==> config.mk <==
export PLATFORM = sky130hd
export DESIGN_NAME = ysyx_22050598_lsu
export DESIGN_NICKNAME = d
export VERILOG_FILES = /design/src/rtl/ysyx_22050598_lsu_pkg.sv /design/src/rtl/ysyx_22050598_lsu_align.sv /design/src/rtl/ysyx_22050598_lsu.sv
export SDC_FILE = /design/constraint.sdc
export NUM_CORES = 1
export LEC_CHECK = 0
export ABC_AREA = 1
export CAP_MARGIN = 10
export CORE_AREA = 2 2 190 192
export DETAILED_ROUTE_END_ITERATION = 10
export DIE_AREA = 0 0 192 194
export GPL_ROUTABILITY_DRIVEN = 1
export PLACE_DENSITY = 0.72
export SYNTH_ARGS = -nofsm -noshare
export SYNTH_HDL_FRONTEND = slang
export SYNTH_SLANG_ARGS = --single-unit
==> constraint.sdc <==
create_clock -name clk -period 5.38 [get_ports clk]
set_clock_uncertainty 0.1 [all_clocks]
set_input_delay 1.076 -clock clk [delete_from_list [all_inputs] [get_ports clk]]
set_output_delay 1.076 -clock clk [all_outputs]
set_load 0.01 [all_outputs]
==> src/rtl/ysyx_22050598_lsu_pkg.sv <==
// Shared widths, FSM encoding, funct3 constants and request payload for the load/store unit.
package ysyx_22050598_lsu_pkg;

  localparam int unsigned XLEN   = 64;
  localparam int unsigned ADDR_W = 64;
  localparam int unsigned MASK_W = XLEN / 8;

  typedef enum logic [1:0] {
    LSU_IDLE = 2'd0,
    LSU_REQ  = 2'd1,
    LSU_WAIT = 2'd2,
    LSU_DONE = 2'd3
  } lsu_state_e;

  localparam logic [1:0] SZ_B = 2'b00;
  localparam logic [1:0] SZ_H = 2'b01;
  localparam logic [1:0] SZ_W = 2'b10;
  localparam logic [1:0] SZ_D = 2'b11;

  localparam logic [2:0] F3_LB  = 3'b000;
  localparam logic [2:0] F3_LH  = 3'b001;
  localparam logic [2:0] F3_LW  = 3'b010;
  localparam logic [2:0] F3_LD  = 3'b011;
  localparam logic [2:0] F3_LBU = 3'b100;
  localparam logic [2:0] F3_LHU = 3'b101;
  localparam logic [2:0] F3_LWU = 3'b110;

  typedef struct packed {
    logic              we;
    logic [ADDR_W-1:0] addr;
    logic [XLEN-1:0]   wdata;
    logic [MASK_W-1:0] wmask;
  } mem_req_t;

  // An access is misaligned when it crosses its own natural size boundary.
  function automatic logic is_misaligned(input logic [1:0] size, input logic [2:0] off);
    logic mis;
    case (size)
      SZ_H:    mis = off[0];
      SZ_W:    mis = |off[1:0];
      SZ_D:    mis = |off;
      default: mis = 1'b0;
    endcase
    return mis;
  endfunction

endpackage

==> src/rtl/ysyx_22050598_lsu_align.sv <==
// Store byte-lane/mask placement and load extract plus sign/zero extension.
module ysyx_22050598_lsu_align
  import ysyx_22050598_lsu_pkg::*;
(
  input  logic [1:0]        st_size,
  input  logic [2:0]        st_off,
  input  logic [XLEN-1:0]   st_data,
  output logic [XLEN-1:0]   st_wdata,
  output logic [MASK_W-1:0] st_wmask,
  input  logic [2:0]        ld_funct3,
  input  logic [2:0]        ld_off,
  input  logic [XLEN-1:0]   ld_rdata,
  output logic [XLEN-1:0]   ld_data
);

  logic [MASK_W-1:0] base_mask;
  logic [XLEN-1:0]   ld_shift;

  always_comb begin
    base_mask = '0;
    case (st_size)
      SZ_B:    base_mask = MASK_W'(1);
      SZ_H:    base_mask = MASK_W'(3);
      SZ_W:    base_mask = MASK_W'(15);
      default: base_mask = '1;
    endcase
    st_wmask = base_mask << st_off;
    st_wdata = st_data << {st_off, 3'b000};
  end

  always_comb begin
    ld_shift = ld_rdata >> {ld_off, 3'b000};
    ld_data  = ld_shift;
    case (ld_funct3)
      F3_LB:   ld_data = {{(XLEN-8){ld_shift[7]}}, ld_shift[7:0]};
      F3_LH:   ld_data = {{(XLEN-16){ld_shift[15]}}, ld_shift[15:0]};
      F3_LW:   ld_data = {{(XLEN-32){ld_shift[31]}}, ld_shift[31:0]};
      F3_LBU:  ld_data = {{(XLEN-8){1'b0}}, ld_shift[7:0]};
      F3_LHU:  ld_data = {{(XLEN-16){1'b0}}, ld_shift[15:0]};
      F3_LWU:  ld_data = {{(XLEN-32){1'b0}}, ld_shift[31:0]};
      default: ld_data = ld_shift;
    endcase
  end

endmodule

==> src/rtl/ysyx_22050598_lsu.sv <==
// Load/store stage: ALU passthrough, one memory handshake per access, stall/bubble control.
module ysyx_22050598_lsu
  import ysyx_22050598_lsu_pkg::*;
(
  input  logic              clk,
  input  logic              rst,
  input  logic              ls_valid,
  input  logic              ls_mem_rd,
  input  logic              ls_mem_wr,
  input  logic [2:0]        ls_funct3,
  input  logic [ADDR_W-1:0] ls_mem_addr,
  input  logic [XLEN-1:0]   ls_st_data,
  input  logic [XLEN-1:0]   ls_alu_data,
  input  logic              ls_rd_en,
  input  logic [4:0]        ls_rd_idx,
  input  logic              ls_is_ebreak,
  input  logic              ls_wb_stall,
  output logic              ls_stall_o,
  output logic              ls_misalign_o,
  output logic              mem_req_valid,
  input  logic              mem_req_ready,
  output logic              mem_req_we,
  output logic [ADDR_W-1:0] mem_req_addr,
  output logic [XLEN-1:0]   mem_req_wdata,
  output logic [MASK_W-1:0] mem_req_wmask,
  input  logic              mem_resp_valid,
  input  logic [XLEN-1:0]   mem_resp_rdata,
  output logic [XLEN-1:0]   ls_wb_rd_data,
  output logic              ls_wb_rd_en,
  output logic [4:0]        ls_wb_rd_idx,
  output logic              ls_wb_inst_is_ebreak
);

  lsu_state_e      state_q, state_d;
  mem_req_t        req_q, req_d;
  logic            req_valid_q, req_valid_d;
  logic [XLEN-1:0] buf_q, buf_d;
  logic [2:0]      ld_f3_q, ld_f3_d;
  logic [2:0]      ld_off_q, ld_off_d;

  logic              is_mem;
  logic              misalign;
  logic              go_req;
  logic [XLEN-1:0]   st_wdata;
  logic [MASK_W-1:0] st_wmask;
  logic [XLEN-1:0]   ld_data;

  assign is_mem   = ls_valid & (ls_mem_rd | ls_mem_wr);
  assign misalign = is_mem & is_misaligned(ls_funct3[1:0], ls_mem_addr[2:0]);
  assign go_req   = is_mem & ~misalign;

  ysyx_22050598_lsu_align u_align (
    .st_size   (ls_funct3[1:0]),
    .st_off    (ls_mem_addr[2:0]),
    .st_data   (ls_st_data),
    .st_wdata  (st_wdata),
    .st_wmask  (st_wmask),
    .ld_funct3 (ld_f3_q),
    .ld_off    (ld_off_q),
    .ld_rdata  (buf_q),
    .ld_data   (ld_data)
  );

  // Next-state: the request payload and load format are frozen when leaving IDLE.
  always_comb begin
    state_d     = state_q;
    req_d       = req_q;
    req_valid_d = req_valid_q;
    buf_d       = buf_q;
    ld_f3_d     = ld_f3_q;
    ld_off_d    = ld_off_q;
    unique case (state_q)
      LSU_IDLE: begin
        if (go_req) begin
          state_d     = LSU_REQ;
          req_valid_d = 1'b1;
          req_d.we    = ls_mem_wr;
          req_d.addr  = {ls_mem_addr[ADDR_W-1:3], 3'b000};
          req_d.wdata = ls_mem_wr ? st_wdata : '0;
          req_d.wmask = ls_mem_wr ? st_wmask : '0;
          ld_f3_d     = ls_funct3;
          ld_off_d    = ls_mem_addr[2:0];
        end
      end
      LSU_REQ: begin
        if (mem_req_ready) begin
          req_valid_d = 1'b0;
          if (mem_resp_valid) begin
            state_d = LSU_DONE;
            buf_d   = mem_resp_rdata;
          end else begin
            state_d = LSU_WAIT;
          end
        end
      end
      LSU_WAIT: begin
        if (mem_resp_valid) begin
          state_d = LSU_DONE;
          buf_d   = mem_resp_rdata;
        end
      end
      LSU_DONE: begin
        if (!ls_wb_stall) state_d = LSU_IDLE;
      end
      default: state_d = LSU_IDLE;
    endcase
  end

  // Writeback/stall view; REQ and WAIT present a bubble to LS_WB.
  always_comb begin
    ls_wb_rd_data        = '0;
    ls_wb_rd_en          = 1'b0;
    ls_wb_rd_idx         = ls_rd_idx;
    ls_wb_inst_is_ebreak = 1'b0;
    ls_stall_o           = 1'b0;
    ls_misalign_o        = 1'b0;
    unique case (state_q)
      LSU_IDLE: begin
        ls_wb_rd_data        = ls_alu_data;
        ls_wb_rd_en          = ls_rd_en & ~is_mem;
        ls_wb_inst_is_ebreak = ls_is_ebreak;
        ls_stall_o           = rst & go_req;
        ls_misalign_o        = rst & misalign;
      end
      LSU_REQ, LSU_WAIT: begin
        ls_stall_o = 1'b1;
      end
      LSU_DONE: begin
        ls_wb_rd_data        = ld_data;
        ls_wb_rd_en          = ls_rd_en & ~req_q.we;
        ls_wb_inst_is_ebreak = ls_is_ebreak;
      end
      default: ls_stall_o = 1'b0;
    endcase
  end

  assign mem_req_valid = req_valid_q;
  assign mem_req_we    = req_q.we;
  assign mem_req_addr  = req_q.addr;
  assign mem_req_wdata = req_q.wdata;
  assign mem_req_wmask = req_q.wmask;

  always_ff @(posedge clk or negedge rst) begin
    if (!rst) begin
      state_q     <= LSU_IDLE;
      req_q       <= '0;
      req_valid_q <= 1'b0;
      buf_q       <= '0;
      ld_f3_q     <= '0;
      ld_off_q    <= '0;
    end else begin
      state_q     <= state_d;
      req_q       <= req_d;
      req_valid_q <= req_valid_d;
      buf_q       <= buf_d;
      ld_f3_q     <= ld_f3_d;
      ld_off_q    <= ld_off_d;
    end
  end

endmodule
Word-level counts from Yosys, hierarchy flattened
Cells that the tools add are included.
Cells by class
  equal/unequal tests: 15
  shift-type cells: 3
  multiplexer cells: 22
  bitwise gates (word level): 11
  reductions and logical operators: 13
Operator list (number)
  one-hot mux 64 bit (6 select lines): 1
  one-hot mux 64 bit (2 select lines): 2
  2-to-1 mux 64 bit: 3
  left shift 64 x 6 -> 64 bit: 1
  right shift 64 x 6 -> 64 bit: 1
  one-hot mux 8 bit (3 select lines): 1
  equality test 3 bit, second input constant: 3
  equality test 2 bit, second input constant: 4
  2-to-1 mux 2 bit: 4
  2-to-1 mux 8 bit: 1
  inequality test 2 bit, second input constant: 4
  one-hot mux 2 bit (4 select lines): 1
  left shift 8 x 3 -> 8 bit: 1
  AND 1 bit: 7
  one-hot mux 1 bit (2 select lines): 3
  OR reduction 2 bit: 3
  2-to-1 mux 1 bit: 5
  equality test 2 x 1 -> 1 bit, second input constant: 2
  logical NOT 2 bit: 2
  AND reduction 2 bit: 2
  AND reduction 4 bit: 1
  nonzero test 2 bit: 2
  equality test 3 x 1 -> 1 bit, second input constant: 1
  equality test 3 x 2 -> 1 bit, second input constant: 1
  6 further kinds: 8
Storage, ports and cells
  flip-flop bits (word level): 207
  bits of input ports: 274
  output and inout port bits: 211
  word-level logic and storage cells: 73

Depth between registers and ports, before layout
  depth after elaboration: 7
  mapped depth: 12
  mapped depth without buffers: 10

Modules after synthesis
A second synthesis with hierarchy kept.
Second synthesis, totals
  cells, all modules: 2001
  area total of the unflattened synthesis: 13226.4 µm²
By module, submodules not included
  ysyx_22050598_lsu: instances 1, cells an instance 1147, area each 9196.3 µm², seq. area each 5180.0 µm²
  ysyx_22050598_lsu_align: instances 1, cells an instance 854, area each 4030.1 µm², seq. area each 0.0 µm²

Least setup slack after synthesis
Ideal clock, no wire load.
  path type: input to output
  from: in ls_mem_addr[1]
  to: out ls_stall_o
  arrival: 2009 ps
  data required time: 4204 ps
  slack: 2195 ps
  stages on the path: 8
  buffers on the path: 1
  cells stage by stage: buf_2 > nor2_1 > nand3_1 > o211ai_2 > nand2_4 > inv_1 > nand3_1 > a21oi_1
Between the ends
  word-level cells in the longest chain between the ends: 7
  elaborated cells on any way between the ends: 8
  those cells by class: mux (2); bitwise (4); reduce/logical (2)
Ends and longest elaborated chain
  start, declared: RTL line ysyx_22050598_lsu.sv:11  | input logic [ADDR_W-1:0] ls_mem_addr,
  OR reduction 3 bit / OR reduction 2 bit (equally long branches): RTL line ysyx_22050598_lsu_pkg.sv:41, ysyx_22050598_lsu_pkg.sv:40
  one-hot mux 1 bit (3 select lines) (*): RTL line ysyx_22050598_lsu_pkg.sv:38  | case (size)
  AND 1 bit (*): RTL line ysyx_22050598_lsu.sv:49  | assign misalign = is_mem & is_misaligned(ls_funct3[1:0], ls_mem_addr[2:0]);
  inverter 1 bit (*): RTL line ysyx_22050598_lsu.sv:50  | assign go_req = is_mem & ~misalign;
  AND 1 bit (*): RTL line ysyx_22050598_lsu.sv:50
  AND 1 bit (*): RTL line ysyx_22050598_lsu.sv:122  | ls_stall_o = rst & go_req;
  one-hot mux 1 bit (2 select lines) (*): RTL line ysyx_22050598_lsu.sv:117  | unique case (state_q)
  end, declared: RTL line ysyx_22050598_lsu.sv:18  | output logic ls_stall_o,
Mark *: on every way between the ends. The rest lies on a longest branch, timed or not.

Worst setup path in the final report
  from: reg ld_off_q[0]
  to: out ls_wb_rd_data[51]
Between the ends
  word-level cells in the longest chain between the ends: 3
Ends and longest elaborated chain
  start, declared: RTL line ysyx_22050598_lsu.sv:39  | logic [2:0] ld_off_q, ld_off_d;
  start signal, assigned: RTL line ysyx_22050598_lsu.sv:157  | ld_off_q <= ld_off_d;
  right shift 64 x 6 -> 64 bit: RTL line ysyx_22050598_lsu_align.sv:32  | ld_shift = ld_rdata >> {ld_off, 3'b000};
  one-hot mux 64 bit (6 select lines): RTL line ysyx_22050598_lsu_align.sv:34  | case (ld_funct3)
  one-hot mux 64 bit (2 select lines): RTL line ysyx_22050598_lsu.sv:117
  end, declared: RTL line ysyx_22050598_lsu.sv:28  | output logic [XLEN-1:0] ls_wb_rd_data,
Every way passes these cells.

==> impl_metrics.env <==
export IMPL_outcome="finished clean"
export IMPL_internal_power_mw=5.82
export IMPL_worstSetupEndpointType="primary output"
export IMPL_cts_setup_buffers=0
export IMPL_via_count=14100
export IMPL_finalSetupViolCount=0
export IMPL_yosys_cell_types_count=38
export IMPL_critPathMostFrequentCell="nand2_1"
export IMPL_final_cell_area_um2=18400
export IMPL_cts_tree="done"
export IMPL_timing_final_crit_share=0.937
export IMPL_total_power_mw=10.5
export IMPL_worst_path_max_fanout=67
export IMPL_final_setup_tns_ps=0
export IMPL_dpl_cell_area_um2=17500
export IMPL_port_buffers=471
export IMPL_fin_crit_ps=5040
export IMPL_synthFlopType="dfrtp_1"
export IMPL_synth_common_cells="nand2_1, dfrtp_1, a21oi_1"
export IMPL_drv_cap=0
export IMPL_htreeDepth=1
export IMPL_gr_total_overflow=0
export IMPL_slew_violations=0
export IMPL_first_pass_iters=8
export IMPL_powerDensity_nw_per_um2=572
export IMPL_synth_warning_count=0
export IMPL_initial_core_util=0.362
export IMPL_boundaryPins=485
export IMPL_track_usage=0.291
export IMPL_crit_type="register to primary output"
export IMPL_cts_sinks=207
export IMPL_syn_area_per_cell_um2=7.05
export IMPL_layout_drive_gt1_share=0.0710
export IMPL_wirelength_um=55700
export IMPL_clock_tree_root_cell="clkbuf_16"
export IMPL_power_frac_seq=0.264
export IMPL_yosys_top_cells_area="dfrtp_1, nand2_1, a21oi_1"
export IMPL_grt_pass1_vias=13700
export IMPL_reg2regPathDepth=8
export IMPL_crit_required_ps=4200
export IMPL_die_w_um=192
export IMPL_crit_path_start_kind="register"
export IMPL_final_hold_viol_count=0
export IMPL_p_leak_nw=8.38
export IMPL_yosys_area_top_type="dfrtp_1"
export IMPL_gp_congestion=0.966
export IMPL_die_area_um2=37200
export IMPL_hp_class="register to register"
export IMPL_post_drt_wl_per_cell_um=20.8
export IMPL_crit_path_cell_trace="buf_4 -> nand2_1 -> nand2_1 -> nand2_1 -> nand3_1 -> nand3_2 -> nand3_2 -> nand2_1 -> a21oi_1 -> clkdlybuf4s50_1"
export IMPL_drcViolationCount=0
export IMPL_syn_inst=1807
export IMPL_dr_first_iter_drc_count=1360
export IMPL_grt_max_degree=73
export IMPL_synth_edf_count=0
export IMPL_cp_data_arrival_time_ps=3870
export IMPL_synthToLayoutAreaGrowth_pct=44.1
export IMPL_ys_seq_area_frac=0.407
export IMPL_clkPwrFrac=0.165
export IMPL_slowest_stage="nand3_2"
export IMPL_tightestPinTransition_ps=1120
export IMPL_core_area_um2=35200
export IMPL_grt_pass1_wl_um=82800
export IMPL_cpPeakStageDelay_ps=730
export IMPL_dp_hpwl_um=42100
export IMPL_synth_async_reset_ratio=1.00
export IMPL_layout_cells_non_filler=2676
export IMPL_cts_buffers=25
export IMPL_syn_area_um2=12700
export IMPL_pwr_share_comb=0.571
export IMPL_path_clk_slew_ps=60
export IMPL_drtAntennaViolNets=0
export IMPL_synth_top_area_frac=0.407
export IMPL_cts_resized=0
export IMPL_power_switching_mw=4.68
export IMPL_antenna_found_initial=8
export IMPL_fin_nets=2474
export IMPL_rsz0062_at_grt="false"
export IMPL_cts_max_path_buffers=3
export IMPL_dpl_cell_count=2628
export IMPL_vdd_drop_max_mv=0.405
export IMPL_slew_headroom=0.252
export IMPL_ys_seq_elements=207
export IMPL_fmax_mhz=198
export IMPL_vias_per_cell=5.26
export IMPL_placement_rows=69
export IMPL_synth_most_common_cell="nand2_1"
export IMPL_switching_share=0.445
export IMPL_clk_latency_ps=510
export IMPL_whs_path_depth=2
export IMPL_final_core_util=0.521
export IMPL_die_h_um=194
export IMPL_cts_hold_fix_buffers=0
[placed cells by master, fill, tap and decap left out, types with 2 or more instances in the layout]
cell type / instances
clkinv_1: 2
clkinvlp_4: 4
or2_2: 8
nor2_1: 62
o211ai_1: 20
conb_1: 3
bufinv_16: 3
a31oi_1: 2
o221ai_1: 6
clkdlybuf4s50_1: 469
nand3_2: 2
dfrtp_1: 206
nand3_1: 132
clkinv_2: 2
mux2_2: 52
mux2i_1: 11
clkinv_4: 2
a21oi_1: 136
ha_1: 5
inv_2: 7
nand2_1: 786
o21a_1: 8
clkbuf_16: 25
o22ai_1: 10
buf_4: 24
nand2_2: 4
o21ai_0: 117
inv_1: 56
o21ai_2: 10
diode_2: 3
nor3_1: 2
clkbuf_1: 6
clkbuf_8: 3
o21ai_1: 11
[stage by stage]
stage / hold slack, ps / worst slack [ps]
detailed placement: 357 / 809
floorplan: 379 / 2190
finish: 369 / 338
global route: 390 / 73.4
global placement: 353 / 854
CTS: 372 / 335
[power by group through the flow]
stage	clock (mW)	sequential [mW]	combinational (mW)
global route	1.82	2.85	6.56
finish	1.73	2.78	6.00
detailed placement	0	2.78	5.97
floorplan	0	2.81	3.23
global placement	0	2.77	5.92
CTS	1.76	2.77	6.00
[per-layer routing]
layer | global-route usage | share of wire
met1 | 0.350 | 0.38
met5 | 0 | 0.0010
met4 | 0.0992 | 0.038
met3 | 0.0767 | 0.096
met2 | 0.500 | 0.48
[logic make-up after synthesis]
group / after synthesis / share of synthesized area
flops: 207 / 0.407
fa+ha+maj: 6 / 0.00590
simple gates: 1001 / 0.314
other cells: 1 / 0.000294
mux: 63 / 0.0546
compound gates: 325 / 0.141
buf+inv: 204 / 0.0773
[worst max-delay path, delay by kind of cell (launching register included)]
| kind | cells | cell delay (ps) |
|---|---|---|
| flops | 1 | 360 |
| buf+inv | 2 | 1080 |
| simple gates | 7 | 1690 |
| compound gates | 1 | 180 |
[state kept, by name (all words and copies together), names as in the netlist]
signal,count
state_q,2
mem_req_we,1
ld_f3_q,3
ld_off_q,3
mem_req_valid,1
buf_q,64
mem_req_wmask,8
mem_req_addr,61
mem_req_wdata,64
[cell type report]
| cell class | count | area [um2] |
|---|---|---|
| sequential | 207 | 5180 |
| multi-input combinational | 1398 | 6590 |
| fill | 3456 | 16900 |
| tap | 461 | 577 |
| inverter | 66 | 250 |
| antenna | 3 | 7.51 |
| clock inverter | 12 | 156 |
| timing repair buffer | 496 | 4910 |
| clock buffer | 33 | 676 |
[worst paths after layout]
check | to | start | slack (ps)
setup / recovery | ls_wb_rd_data[51] | ld_off_q[0] | 340
hold / removal | mem_req_addr[13] | mem_req_addr[13] | 370
setup reg to reg | mem_req_wdata[7] | state_q[0] | 1920
hold reg to reg | mem_req_addr[13] | mem_req_addr[13] | 370
max in group asynchronous | ld_off_q[0] | rst | 3040
min in group asynchronous | mem_req_we | rst | 420
(Power assumes the default switching activity.)
